[config.mk]
export PLATFORM = sky130hd
export DESIGN_NAME = pmem_scheduler
export DESIGN_NICKNAME = d
export VERILOG_FILES = /design/src/rtl/pmem_scheduler_pkg.sv /design/src/rtl/sched_priority_pick.sv /design/src/rtl/pmem_scheduler.sv
export SDC_FILE = /design/constraint.sdc
export NUM_CORES = 1
export LEC_CHECK = 0
export ABC_CLOCK_PERIOD_IN_PS = 11900
export CAP_MARGIN = 20
export CORE_AREA = 2 2 661 663
export CTS_BUF_LIST = sky130_fd_sc_hd__clkbuf_4 sky130_fd_sc_hd__clkbuf_8
export DETAILED_ROUTE_END_ITERATION = 6
export DIE_AREA = 0 0 663 665
export GPL_ROUTABILITY_DRIVEN = 0
export PLACE_DENSITY = 0.3
export RECOVER_POWER = 100
export SYNTH_ARGS = -nofsm -noshare
export SYNTH_HDL_FRONTEND = slang
export SYNTH_HIERARCHICAL = 1
export SYNTH_SLANG_ARGS = --single-unit
[constraint.sdc]
create_clock -name clk -period 11.9 [get_ports clk]
set_input_delay 2.975 -clock clk [delete_from_list [all_inputs] [get_ports clk]]
set_output_delay 2.975 -clock clk [all_outputs]
set_load 0.02 [all_outputs]
[src/rtl/pmem_scheduler_pkg.sv]
// Shared types for the physical-memory scheduler.
// - pmem_owner_t : which requester owns the in-flight adaptor transaction
// - sched_state_t: scheduler FSM states
// - LINE_OFFS_W  : byte-offset bits inside a cache line
// - GNT_*        : bit positions in the request/grant vectors
package pmem_scheduler_pkg;

  typedef enum logic [1:0] {OWN_NONE, OWN_D, OWN_I, OWN_PF} pmem_owner_t;

  typedef enum logic [1:0] {S_IDLE, S_BUSY, S_DONE} sched_state_t;

  localparam int unsigned LINE_OFFS_W = 5;

  localparam int unsigned GNT_D  = 0;
  localparam int unsigned GNT_I  = 1;
  localparam int unsigned GNT_PF = 2;

endpackage

[src/rtl/sched_priority_pick.sv]
// Combinational arbiter for the pmem scheduler.
// Ports:
//   req     - request vector, indexed by GNT_D / GNT_I / GNT_PF
//   age_sat - icache has lost AGE_MAX times in a row
//   gnt     - one-hot grant (all zero when nothing is requested)
// Order: aged icache, dcache, icache, prefetch.
module sched_priority_pick
  import pmem_scheduler_pkg::*;
(
  input  logic [2:0] req,
  input  logic       age_sat,
  output logic [2:0] gnt
);

  always_comb begin
    gnt = '0;
    if (age_sat && req[GNT_I]) begin
      gnt[GNT_I] = 1'b1;
    end else if (req[GNT_D]) begin
      gnt[GNT_D] = 1'b1;
    end else if (req[GNT_I]) begin
      gnt[GNT_I] = 1'b1;
    end else if (req[GNT_PF]) begin
      gnt[GNT_PF] = 1'b1;
    end
  end

endmodule

[src/rtl/pmem_scheduler.sv]
// Shares one cacheline_adaptor port between dcache, icache and the next-line prefetcher.
// One request is latched per transaction; the adaptor is driven from the latched copy until
// pmem_resp_c, then the owner's *_resp is pulsed and a one-cycle DONE gap follows.
// Ports:
//   d_pmem_*   - dcache line read/writeback interface
//   i_pmem_*   - icache line read interface
//   pf_*       - prefetcher line read interface
//   pmem_*_c   - cacheline_adaptor side (address line-aligned, strobes registered)
module pmem_scheduler
  import pmem_scheduler_pkg::*;
#(
  parameter int unsigned LINE_W  = 256,
  parameter int unsigned ADDR_W  = 32,
  parameter int unsigned OFFS_W  = LINE_OFFS_W,
  parameter int unsigned AGE_MAX = 4
) (
  input  logic              clk,
  input  logic              rst,
  input  logic              d_pmem_read,
  input  logic              d_pmem_write,
  input  logic [ADDR_W-1:0] d_pmem_address,
  input  logic [LINE_W-1:0] d_pmem_wdata,
  output logic [LINE_W-1:0] d_pmem_rdata,
  output logic              d_pmem_resp,
  input  logic              i_pmem_read,
  input  logic [ADDR_W-1:0] i_pmem_address,
  output logic [LINE_W-1:0] i_pmem_rdata,
  output logic              i_pmem_resp,
  input  logic              pf_read,
  input  logic [ADDR_W-1:0] pf_address,
  output logic [LINE_W-1:0] pf_rdata,
  output logic              pf_resp,
  output logic [ADDR_W-1:0] pmem_address_c,
  output logic              pmem_read_c,
  output logic              pmem_write_c,
  output logic [LINE_W-1:0] pmem_wdata_c,
  input  logic [LINE_W-1:0] pmem_rdata_c,
  input  logic              pmem_resp_c
);

  localparam logic [ADDR_W-1:0] OffsMask = ADDR_W'((64'd1 << OFFS_W) - 64'd1);
  localparam logic [2:0]        AgeMax   = 3'(AGE_MAX);

  sched_state_t      state_q, state_d;
  pmem_owner_t       owner_q, owner_d;
  logic [ADDR_W-1:0] addr_q, addr_d;
  logic [LINE_W-1:0] wdata_q, wdata_d;
  logic              read_q, read_d;
  logic              write_q, write_d;
  logic [2:0]        age_q, age_d;

  logic [2:0] req, gnt;
  logic       resp_hit;

  always_comb begin
    req         = '0;
    req[GNT_D]  = d_pmem_read | d_pmem_write;
    req[GNT_I]  = i_pmem_read;
    req[GNT_PF] = pf_read;
  end

  sched_priority_pick u_pick (
    .req     (req),
    .age_sat (age_q == AgeMax),
    .gnt     (gnt)
  );

  always_comb begin
    state_d = state_q;
    owner_d = owner_q;
    addr_d  = addr_q;
    wdata_d = wdata_q;
    read_d  = read_q;
    write_d = write_q;
    age_d   = age_q;
    unique case (state_q)
      S_IDLE: begin
        if (gnt != 3'b000) begin
          state_d = S_BUSY;
          if (gnt[GNT_D]) begin
            owner_d = OWN_D;
            addr_d  = d_pmem_address & ~OffsMask;
            // Write wins if a misbehaving dcache raises both strobes.
            write_d = d_pmem_write;
            read_d  = ~d_pmem_write;
            if (d_pmem_write) wdata_d = d_pmem_wdata;
            if (i_pmem_read && (age_q < AgeMax)) age_d = age_q + 3'd1;
          end else if (gnt[GNT_I]) begin
            owner_d = OWN_I;
            addr_d  = i_pmem_address & ~OffsMask;
            read_d  = 1'b1;
            write_d = 1'b0;
            age_d   = '0;
          end else begin
            owner_d = OWN_PF;
            addr_d  = pf_address & ~OffsMask;
            read_d  = 1'b1;
            write_d = 1'b0;
          end
        end
      end
      S_BUSY: begin
        if (pmem_resp_c) begin
          state_d = S_DONE;
          read_d  = 1'b0;
          write_d = 1'b0;
        end
      end
      S_DONE: begin
        state_d = S_IDLE;
        owner_d = OWN_NONE;
      end
      default: state_d = S_IDLE;
    endcase
  end

  always_ff @(posedge clk or posedge rst) begin
    if (rst) begin
      state_q <= S_IDLE;
      owner_q <= OWN_NONE;
      addr_q  <= '0;
      wdata_q <= '0;
      read_q  <= 1'b0;
      write_q <= 1'b0;
      age_q   <= '0;
    end else begin
      state_q <= state_d;
      owner_q <= owner_d;
      addr_q  <= addr_d;
      wdata_q <= wdata_d;
      read_q  <= read_d;
      write_q <= write_d;
      age_q   <= age_d;
    end
  end

  // Resp is combinational so the owner sees it in the same cycle as the adaptor's resp.
  assign resp_hit    = (state_q == S_BUSY) && pmem_resp_c;
  assign d_pmem_resp = resp_hit && (owner_q == OWN_D);
  assign i_pmem_resp = resp_hit && (owner_q == OWN_I);
  assign pf_resp     = resp_hit && (owner_q == OWN_PF);

  assign d_pmem_rdata = pmem_rdata_c;
  assign i_pmem_rdata = pmem_rdata_c;
  assign pf_rdata     = pmem_rdata_c;

  assign pmem_address_c = addr_q;
  assign pmem_read_c    = read_q;
  assign pmem_write_c   = write_q;
  assign pmem_wdata_c   = wdata_q;

endmodule

==> impl_metrics.yaml <==
timing:
  timing.hold.ws_ps: 473.7
  rsz0062_at_grt: "no"
  fin_crit_ps: 8646
  setup_violations: 0
  report.final.slew_viol_count: 539
  fmax_mhz: 115.7
  worst_pin_slew_ps: 5311
  slew_headroom_pct: -254.1
  fin_crit_sh_pct: 72.66
  fin_skew_ps: 72.26
  finalHoldViolCount: 0
  tns_ps: 0
critical_path:
  worstPathMaxFanout: 80
  crit_buf_inv: 3
  cp_num_cells: 3
  reg2reg_depth: 7
  crit_type: "input pin to asynchronous set/reset pin"
  worstPathCellList: "dlygate4sd3_1 -> clkinvlp_2 -> clkbuf_1"
  max_stage_delay_ps: 2720
  critical_path.top_delay_family: "buffers and inverters"
  critPathRequiredTime_ps: 12080
  cp.arrival_ps: 8830
  cp-start-kind: "input pin"
  crit_slowest_cell: "clkinvlp_2"
  cp-end-kind: "asynchronous set/reset pin"
drt:
  drc: 0
  avgRoutedWirePerCell_um: 24.27
  wirelength_um: 175100
  drtIter0Drc: 577
  vias: 11438
  dr.pass1.iters: 5
  via_per_inst: 1.586
  final_antenna_net_count: 0
synth:
  synth_compound_area_share_pct: 2.007
  synth_fa_ha_area_share_pct: 0.1351
  ys_async_sr_fraction_pct: 100.0
  yosys_warnings: 6
  ys_types: 39
  synth_common_cells: "776 x buf_4, 292 x dfrtp_1, 218 x mux2_4, 65 x mux2_2, 47 x o21ai_0"
  yosysTopAreaCell: "dfrtp_1"
  yosys.area_share.simple_pct: 0.7433
  synth_top_family_by_area: "buffers and inverters"
  synth.most_common_cell: "buf_4"
  synth_enable_flop_cells: 0
  synth_cells: 1519
  synthMuxAreaShare_pct: 23.09
  synth_xor_area_share_pct: 0
  synth.area.top_cells: "dfrtp_1 39%, buf_4 31%, mux2_4 18%"
  avgSynthCellArea_um2: 12.19
  synth_top_cell_area_share_pct: 39.46
  synth_area_um2: 18520
  yosysSeqAreaShare_pct: 39.46
  synth_seq_cells: 292
  synth_ff_type: "dfrtp_1"
clocking:
  root_buffer: "clkbuf_8"
  cts.sinks: 292
  h-tree-depth: 3
  cts_resized: 0
  cts.clk_slew.worst_paths_ps: 40
  clock_latency_ps: 790
  cts_tree: "done"
  post_cts_buffers: 0
  numCtsBuffers: 69
  postCtsHoldBufs: 0
  clock_path_buffers: 3
final_layout:
  nets: 2038
  area_growth_pct: 42.74
  layout-drive-gt1-share_pct: 13.32
  final.fill_count: 50734
  regArea_um2: 7307
  multiInputGateArea_um2: 4030
power:
  power_leakage_uw: 0.008339
  finalPower_uw: 6199
  power_density_nw_per_um2: 234.6
  max-vdd-ir-drop_v: 0.00006522
floorplanning:
  fp-row-count: 242
  initial_core_util_pct: 4.273
  io_pins: 1676
  coreArea_um2: 433300
  die-area_um2: 440900
  dieHeight_um: 665
  dieWidth_um: 663
outcome:
  violations: "max-capacitance violations, max-slew violations"
  status: "finished, violations left"
placement:
  dpl.hpwl_um: 155800
  port_buffers: 631
global_routing:
  grt_pass1_vias: 11528
  grt_max_degree: 99
  grt_usage_pct: 7.663
  grt_pass1_wl_um: 204100
  overflow: 0
  antenna_found_initial: 175
hold_path:
  hold_path_depth: 1
  hold_path.class: "register to register"
run:
  cap_viol_max_count: 10
==> registers in the layout (all words and copies together) (netlist names) <==
name	count
pmem_wdata_c	256
pmem_address_c	27
age_q	3
owner_q	2
state_q	2
pmem_read_c	1
pmem_write_c	1
==> placed cells by master, fill, tap and decap left out, types with 2 or more instances in the layout <==
master / synthesis / routed
a21boi_0: 0 / 2
a21oi_1: 3 / 3
and3_1: 1 / 2
buf_4: 776 / 5
bufinv_16: 0 / 5
clkbuf_1: 12 / 5
clkbuf_2: 0 / 2
clkbuf_4: 0 / 13
clkbuf_8: 0 / 79
clkdlybuf4s50_1: 0 / 340
clkinv_2: 0 / 9
clkinv_8: 0 / 2
conb_1: 1 / 5
dfrtp_1: 292 / 292
diode_2: 0 / 15
dlygate4sd3_1: 0 / 291
ha_1: 2 / 2
inv_1: 6 / 5
inv_6: 0 / 2
inv_8: 0 / 3
mux2_1: 0 / 215
mux2_2: 65 / 63
mux2_4: 218 / 5
mux2i_1: 27 / 27
nand2_1: 2 / 2
nand4_1: 2 / 2
nor2_1: 4 / 4
nor3b_1: 3 / 3
o21ai_0: 47 / 56
o311ai_0: 2 / 2
==> per-layer routing <==
layer	wire length (um)	track usage, %	vias up
met5	894	1.053	-
met3	38890	8.034	552
met4	6213	1.773	56
met2	76500	11.98	1517
met1	52580	6.690	5240
li1	-	-	4073
==> report_power, final <==
group,total [uW],switching [uW],internal [uW]
sequential,1810,308,1500
combinational,3010,1890,1120
clock,1380,618,760
total,6200,2820,3380
==> worst register-to-register path, stage by stage, from the launching register on <==
cell	delay, ps
dfrtp_1	370
inv_1	80
ha_1	190
and2_1	160
a21boi_0	870
and3_1	1850
clkbuf_2	2250
mux2_2	600
==> final cells by class <==
type                       count  share of cell area [%]
sequential                   292                   27.65
clock inverter                22                   1.084
antenna                       15                  0.1420
timing repair buffer         643                   24.15
inverter                       7                  0.1041
clock buffer                  92                   4.483
tap                         5734                   27.14
multi-input combinational    408                   15.25
==> path summary, 6_finish.rpt <==
check	from	endpoint	slack (ps)
worst max-delay path	rst	pmem_wdata_c[68]	3250
worst min-delay path	pmem_wdata_c[68]	pmem_wdata_c[68]	470
worst max register to register	age_q[0]	pmem_wdata_c[30]	5350
worst min register to register	pmem_wdata_c[68]	pmem_wdata_c[68]	470
max in group clk	d_pmem_write	pmem_wdata_c[30]	3270
min in group asynchronous	rst	pmem_address_c[20]	4210
==> logic make-up (layout without fill, tap and decap cells) <==
kind of cell	count (synthesis)	in the layout
muxes	310	310
adders and majority gates	2	2
and+or+nand+nor	22	22
AOI/OAI and AO/OA	69	69
DFF	292	292
buffers and inverters	823	764
other	1	20
==> per-stage QoR <==
step / cells / setup WS (ps) / instance area, um2 / util [%]
2_1_floorplan: 1523 / 862.6 / 18530 / -
3_3_place_gp: 7084 / 3971 / 25790 / 5.953
3_5_place_dp: 7084 / 4017 / 25790 / 5.953
4_1_cts: 7198 / 4002 / 27270 / 6.293
5_1_grt: 7211 / 2053 / 26430 / 6.099
6_report: 7213 / 3254 / 26430 / 6.100
Note: power is estimated with default switching activity, not from simulation.
